==> src/rtl/seq_rec_pattern_shft_reg_if.sv <==
// Serial-stream bundle for the shift-register pattern recognizer.
// The producer drives data/enable/clear; the recognizer returns the match flag and count.
interface seq_rec_pattern_shft_reg_if #(
    parameter int CNT_W = 8
);
    logic             D_in;
    logic             En;
    logic             clr_cnt;
    logic             D_out;
    logic [CNT_W-1:0] match_cnt;

    modport master (output D_in, output En, output clr_cnt, input D_out, input match_cnt);
    modport slave  (input D_in, input En, input clr_cnt, output D_out, output match_cnt);
endinterface

==> src/rtl/seq_rec_pattern_shft_reg.sv <==
// Parametrised N-bit serial pattern recognizer (Mealy/Moore, overlap/non-overlap), falling-edge state.
// Optional saturating match counter compiled in when SEQ_REC_MATCH_CNT_EN is defined.
module seq_rec_pattern_shft_reg #(
    parameter int             N       = 3,
    parameter logic [N-1:0]   PATTERN = 3'b111,
    parameter bit             MOORE   = 1'b0,
    parameter bit             OVERLAP = 1'b1,
    parameter int             CNT_W   = 8
) (
    input  logic                        clk,
    input  logic                        reset,
    seq_rec_pattern_shft_reg_if.slave   bus
);
    localparam int FW = $clog2(N + 1);

    logic [N-1:0]  data_reg, data_next;
    logic [FW-1:0] fill_reg, fill_next;
    logic [N-1:0]  shifted;
    logic [FW-1:0] fill_inc;
    logic          mealy_hit;
    logic          moore_now;
    logic          match_event;

    assign shifted  = {data_reg[N-2:0], bus.D_in};
    assign fill_inc = (fill_reg == FW'(N)) ? fill_reg : fill_reg + FW'(1);

    // The fill guard keeps reset zeros in Data from matching a zero-bearing pattern.
    assign mealy_hit = bus.En && (fill_reg >= FW'(N - 1)) &&
                       (data_reg[N-2:0] == PATTERN[N-1:1]) && (bus.D_in == PATTERN[0]);
    assign moore_now = (fill_reg == FW'(N)) && (data_reg == PATTERN);

    always_comb begin
        data_next   = data_reg;
        fill_next   = fill_reg;
        match_event = 1'b0;
        if (bus.En) begin
            if (!MOORE) begin
                match_event = mealy_hit;
                if (mealy_hit && !OVERLAP) begin
                    data_next = '0;
                    fill_next = '0;
                end else begin
                    data_next = shifted;
                    fill_next = fill_inc;
                end
            end else begin
                // Non-overlapping Moore drops the matched bits at the consume after the match.
                if (!OVERLAP && moore_now) begin
                    data_next = {{(N-1){1'b0}}, bus.D_in};
                    fill_next = FW'(1);
                end else begin
                    data_next = shifted;
                    fill_next = fill_inc;
                end
                match_event = (fill_next == FW'(N)) && (data_next == PATTERN);
            end
        end
    end

    always_ff @(negedge clk or negedge reset) begin
        if (!reset) begin
            data_reg <= '0;
            fill_reg <= '0;
        end else begin
            data_reg <= data_next;
            fill_reg <= fill_next;
        end
    end

    generate
        if (MOORE) begin : g_moore_out
            assign bus.D_out = moore_now;
        end else begin : g_mealy_out
            assign bus.D_out = mealy_hit;
        end
    endgenerate

`ifdef SEQ_REC_MATCH_CNT_EN
    logic [CNT_W-1:0] cnt_reg;

    always_ff @(negedge clk or negedge reset) begin
        if (!reset) begin
            cnt_reg <= '0;
        end else if (bus.clr_cnt) begin
            cnt_reg <= '0;
        end else if (match_event && (cnt_reg != {CNT_W{1'b1}})) begin
            cnt_reg <= cnt_reg + CNT_W'(1);
        end
    end

    assign bus.match_cnt = cnt_reg;
`else
    logic unused_cnt_inputs;
    assign unused_cnt_inputs = ^{match_event, bus.clr_cnt};
    assign bus.match_cnt     = '0;
`endif

endmodule

==> src/flat_wrapper.sv <==
// flat-port wrapper written by rule: the top's interface ports become plain ports
module seq_rec_pattern_shft_reg_flat 
#(
    parameter int             N       = 3,
    parameter logic [N-1:0]   PATTERN = 3'b111,
    parameter bit             MOORE   = 1'b0,
    parameter bit             OVERLAP = 1'b1,
    parameter int             CNT_W   = 8
)
  (clk, reset, bus_D_in, bus_En, bus_clr_cnt, bus_D_out, bus_match_cnt);
  seq_rec_pattern_shft_reg_if #(.CNT_W(CNT_W)) bus_i ();
  input  logic clk;
  input  logic reset;
  input wire logic [$bits(bus_i.D_in)-1:0] bus_D_in;
  input wire logic [$bits(bus_i.En)-1:0] bus_En;
  input wire logic [$bits(bus_i.clr_cnt)-1:0] bus_clr_cnt;
  output wire logic [$bits(bus_i.D_out)-1:0] bus_D_out;
  output wire logic [$bits(bus_i.match_cnt)-1:0] bus_match_cnt;
  assign bus_i.D_in = bus_D_in;
  assign bus_i.En = bus_En;
  assign bus_i.clr_cnt = bus_clr_cnt;
  assign bus_D_out = bus_i.D_out;
  assign bus_match_cnt = bus_i.match_cnt;
  seq_rec_pattern_shft_reg #(.N(N), .PATTERN(PATTERN), .MOORE(MOORE), .OVERLAP(OVERLAP), .CNT_W(CNT_W)) u_core (.clk(clk), .reset(reset), .bus(bus_i));
endmodule
==> config.mk <==
export PLATFORM = sky130hd
export DESIGN_NAME = seq_rec_pattern_shft_reg_flat
export DESIGN_NICKNAME = d
export VERILOG_FILES = /design/src/rtl/seq_rec_pattern_shft_reg_if.sv /design/src/rtl/seq_rec_pattern_shft_reg.sv /design/src/flat_wrapper.sv
export SDC_FILE = /design/constraint.sdc
export NUM_CORES = 1
export LEC_CHECK = 0
export BUFFER_PORTS_ARGS = -buffer_cell sky130_fd_sc_hd__buf_2
export CAP_MARGIN = 20
export CORE_AREA = 2 2 39 41
export DETAILED_ROUTE_END_ITERATION = 7
export DIE_AREA = 0 0 41 43
export PLACE_DENSITY_LB_ADDON = 0.3
export SLEW_MARGIN = 25
export SYNTH_ARGS = -nofsm -noshare
export SYNTH_HDL_FRONTEND = slang
export SYNTH_SLANG_ARGS = --single-unit
==> constraint.sdc <==
create_clock -name clk -period 2.2 [get_ports clk]
set_input_delay 0.33 -clock clk [delete_from_list [all_inputs] [get_ports clk]]
set_output_delay 0.33 -clock clk [all_outputs]
set_load 0.1 [all_outputs]
# ---- Word level (Yosys, flattened, before mapping)
# Cells that the tools add are included.
dict set report word_totals {
  ff_bits 4
  in_bits 5
  wordCells 11
}
dict set report classes {
  n_bitwise 1
  n_reduce_logical 4
  magnitude_cmp 1
  eq_ne 2
  add_sub_neg 1
}
# op count
set op_table {}
lappend op_table {{== test 2 bit, second input constant} 2}
lappend op_table {{logical AND 1 bit} 3}
lappend op_table {{adder 2 x 1 -> 2 bit, second input constant} 1}
lappend op_table {{>= comparator 2 bit, second input constant} 1}
lappend op_table {{AND reduction 2 bit} 1}
lappend op_table {{inverter 1 bit} 1}

# ---- Longest topological paths before layout
dict set report logic_depth {
  word_depth 4
  depth_mapped 4
  ltp_nobuf 4
}

==> metrics.md <==
| Metric | Value |
|---|---|
| Reg clk slew, reported paths | `30 ps` |
| XOR/XNOR Fraction of Synth Area | `3.37%` |
| Gate Count Post-Synth | `25` |
| Post-synthesis simple-gate area fraction | `8.65%` |
| Initial Util | `18.8%` |
| Root buffer cell | `clkbuf_4` |
| FF/Latch Area | `100 um^2` |
| CTS Hold Buffers Added | `0` |
| ANT cells | `0` |
| Total gr overflow | `0` |
| Synthesis-stage register bit count | `4` |
| IO Count | `14` |
| Hold Slack | `456 ps` |
| Arr. time, crit path | `2280 ps` |
| Fin Clk Skew | `0.0242 ps` |
| Drt pass-1 iters | `1` |
| CTS buffer count | `3` |
| Routed WL per cell | `6.50 um` |
| Fin worst setup slack | `-407 ps` |
| Crit path kind | `register to output port` |
| Largest net degree at the start of global routing | `5` |
| Peak supply drop | `316 uV` |
| Post-synthesis sequential area ratio | `38.5%` |
| Main combinational cell family by area after synthesis | `buffers and inverters` |
| Routed Antenna Nets | `0` |
| Layout Nets | `43` |
| I/O Buffers | `4` |
| Routed via count | `158` |
| Vias per cell | `3.16` |
| Worst Path Required | `1870 ps` |
| Die area | `1760 um^2` |
| Vias in the first global route | `155` |
| Fillers | `157` |
| Die X | `41 um` |
| Adder-cell share of the synthesized area | `9.62%` |
| FP Rows | `14` |
| Die height | `43 um` |
| Max cap viols | `0` |
| Power consumption | `0.000431 W` |
| Layout cell share with drive strength beyond 1 | `47.1%` |
| CTS tree | `done` |
| YS warnings | `0` |
| Syn avg cell area | `10.4 um^2` |
| Detailed placer's ending HPWL | `280 um` |
| Portion of netlist area occupied by mux cells | `12.5%` |
| Placer congestion estimate | `0.602` |
| Core area | `1380 um^2` |
| Clk_lat worst skew | `240 ps` |
| DR DRC count | `0` |
| Hold crit path type | `register to register` |
| Final Setup Violations | `1` |
| Final Slew Violations | `0` |
| CP endpoint kind | `output port` |
| Detailed Route WL | `325 um` |
| First-pass GRT wire length | `510 um` |
| Leakage | `0.171 nW` |
| Status | `finished with violations` |
| Setup total negative slack | `-407 ps` |
| Violated checks | `setup timing` |
| Area of the multi-input gates | `136 um^2` |
| Clk buf depth | `2` |
| Synth Area in Compound Gates | `0%` |
| DRT iter0 DRCs | `0` |
| Gr usage total | `4.73%` |
| Cell Area, Synth | `260 um^2` |
| PD cells | `1250 nW/um^2` |
| Crit path launch type | `register` |
| H-tree Lvls | `1` |
| Final Hold Vio Count | `0` |
| Count of different cell masters after synthesis | `11` |
| RSZ-0062 raised after global routing | `yes` |
| CP max FO | `2` |
| Area growth, synth to finish | `32.2%` |
| Sink Count | `4` |
| Initial antenna violation count | `0` |
## synthesized netlist by cell type
master | n | area [um^2]
inv_1 | 2 | 7.51
nor2_1 | 2 | 7.51
mux2_2 | 2 | 22.5
xnor2_1 | 1 | 8.76
nand4_1 | 1 | 6.26
mux2i_1 | 1 | 10.0
dfrtn_1 | 4 | 100
buf_4 | 8 | 60.1
nand2b_2 | 1 | 8.76
ha_1 | 2 | 25.0
conb_1 | 1 | 3.75
## stage by stage
step                utilization, %  setup slack (ps)  cells  instance area, um^2
finish                        24.9              -407     50                  344
global route                  24.9              -455     50                  344
CTS                           24.9              -425     50                  344
floorplan                        -              -330     32                  294
global placement              20.9              -359     46                  289
detailed placement            20.9              -360     46                  289
## worst max-delay path, cell delays in order (launching register included)
cell	delay, ps
dfrtn_1	400
inv_1	50
ha_2	180
nor2_4	90
nor2_4	40
buf_12	160
## worst paths after layout
kind,cells past startpoint,slack [ps],endpoint,from
max,5,-410,bus_D_out,u_core.fill_reg[0]
min,1,460,u_core.data_reg[1],u_core.data_reg[1]
max reg2reg,5,950,u_core.fill_reg[0],u_core.fill_reg[1]
min reg2reg,1,460,u_core.data_reg[1],u_core.data_reg[1]
max in group asynchronous,1,1180,u_core.fill_reg[1],reset
min in group asynchronous,1,870,u_core.data_reg[1],reset
## logic make-up (layout without fill, tap and decap cells)
logic type    after synthesis  in the layout
xor+xnor                    1              1
other cells                 1              8
buf+inv                    10             12
mux                         3              3
simple gates                4              4
fa+ha+maj                   2              2
flops                       4              4
## area by class of cell
cell class	count	area share, %
clock buffer	3	6.55
inverter	2	2.18
sequential	4	29.1
timing repair buffer	7	16.7
multi-input combinational	18	39.6
tap	16	5.82
## where the power goes
group	switching, W	total, W	internal, W
Combinational	0.000136	0.000231	0.0000949
Clock	0.0000254	0.0000861	0.0000607
Sequential	0.0000129	0.000114	0.000101
Total	0.000175	0.000431	0.000257
## per-layer routing
layer | vias up | part of all wire [%] | global-route usage [%] | routed length, um
met1 | 70 | 33 | 4.55 | 107
met2 | 7 | 55 | 6.56 | 178
met4 | 0 | 0 | 6.00 | 0
met5 | - | 0 | 0 | 0
met3 | 0 | 12 | 1.57 | 38
li1 | 81 | - | - | -
## what timing repair did
item / 4_1_cts / 5_1_grt
gates cloned: 0 / 0
gates resized for setup: 7 / 0
pin swaps: 1 / 0
buffers inserted: 1 / 0
setup endpoints to repair: 1 / 1
## cell usage in the layout (no fill, tap or decap)
cell type / synthesis / routed
ha_2: 0 / 1
conb_1: 1 / 8
mux2i_1: 1 / 1
dfrtn_1: 4 / 4
nor2_4: 0 / 2
xnor2_1: 1 / 1
buf_12: 0 / 1
buf_4: 8 / 3
clkbuf_4: 0 / 3
nand4_1: 1 / 1
inv_1: 2 / 2
mux2_2: 2 / 2
nand2b_2: 1 / 1
ha_1: 2 / 1
buf_2: 0 / 3
No activity file was read; power rests on OpenSTA's default activity.
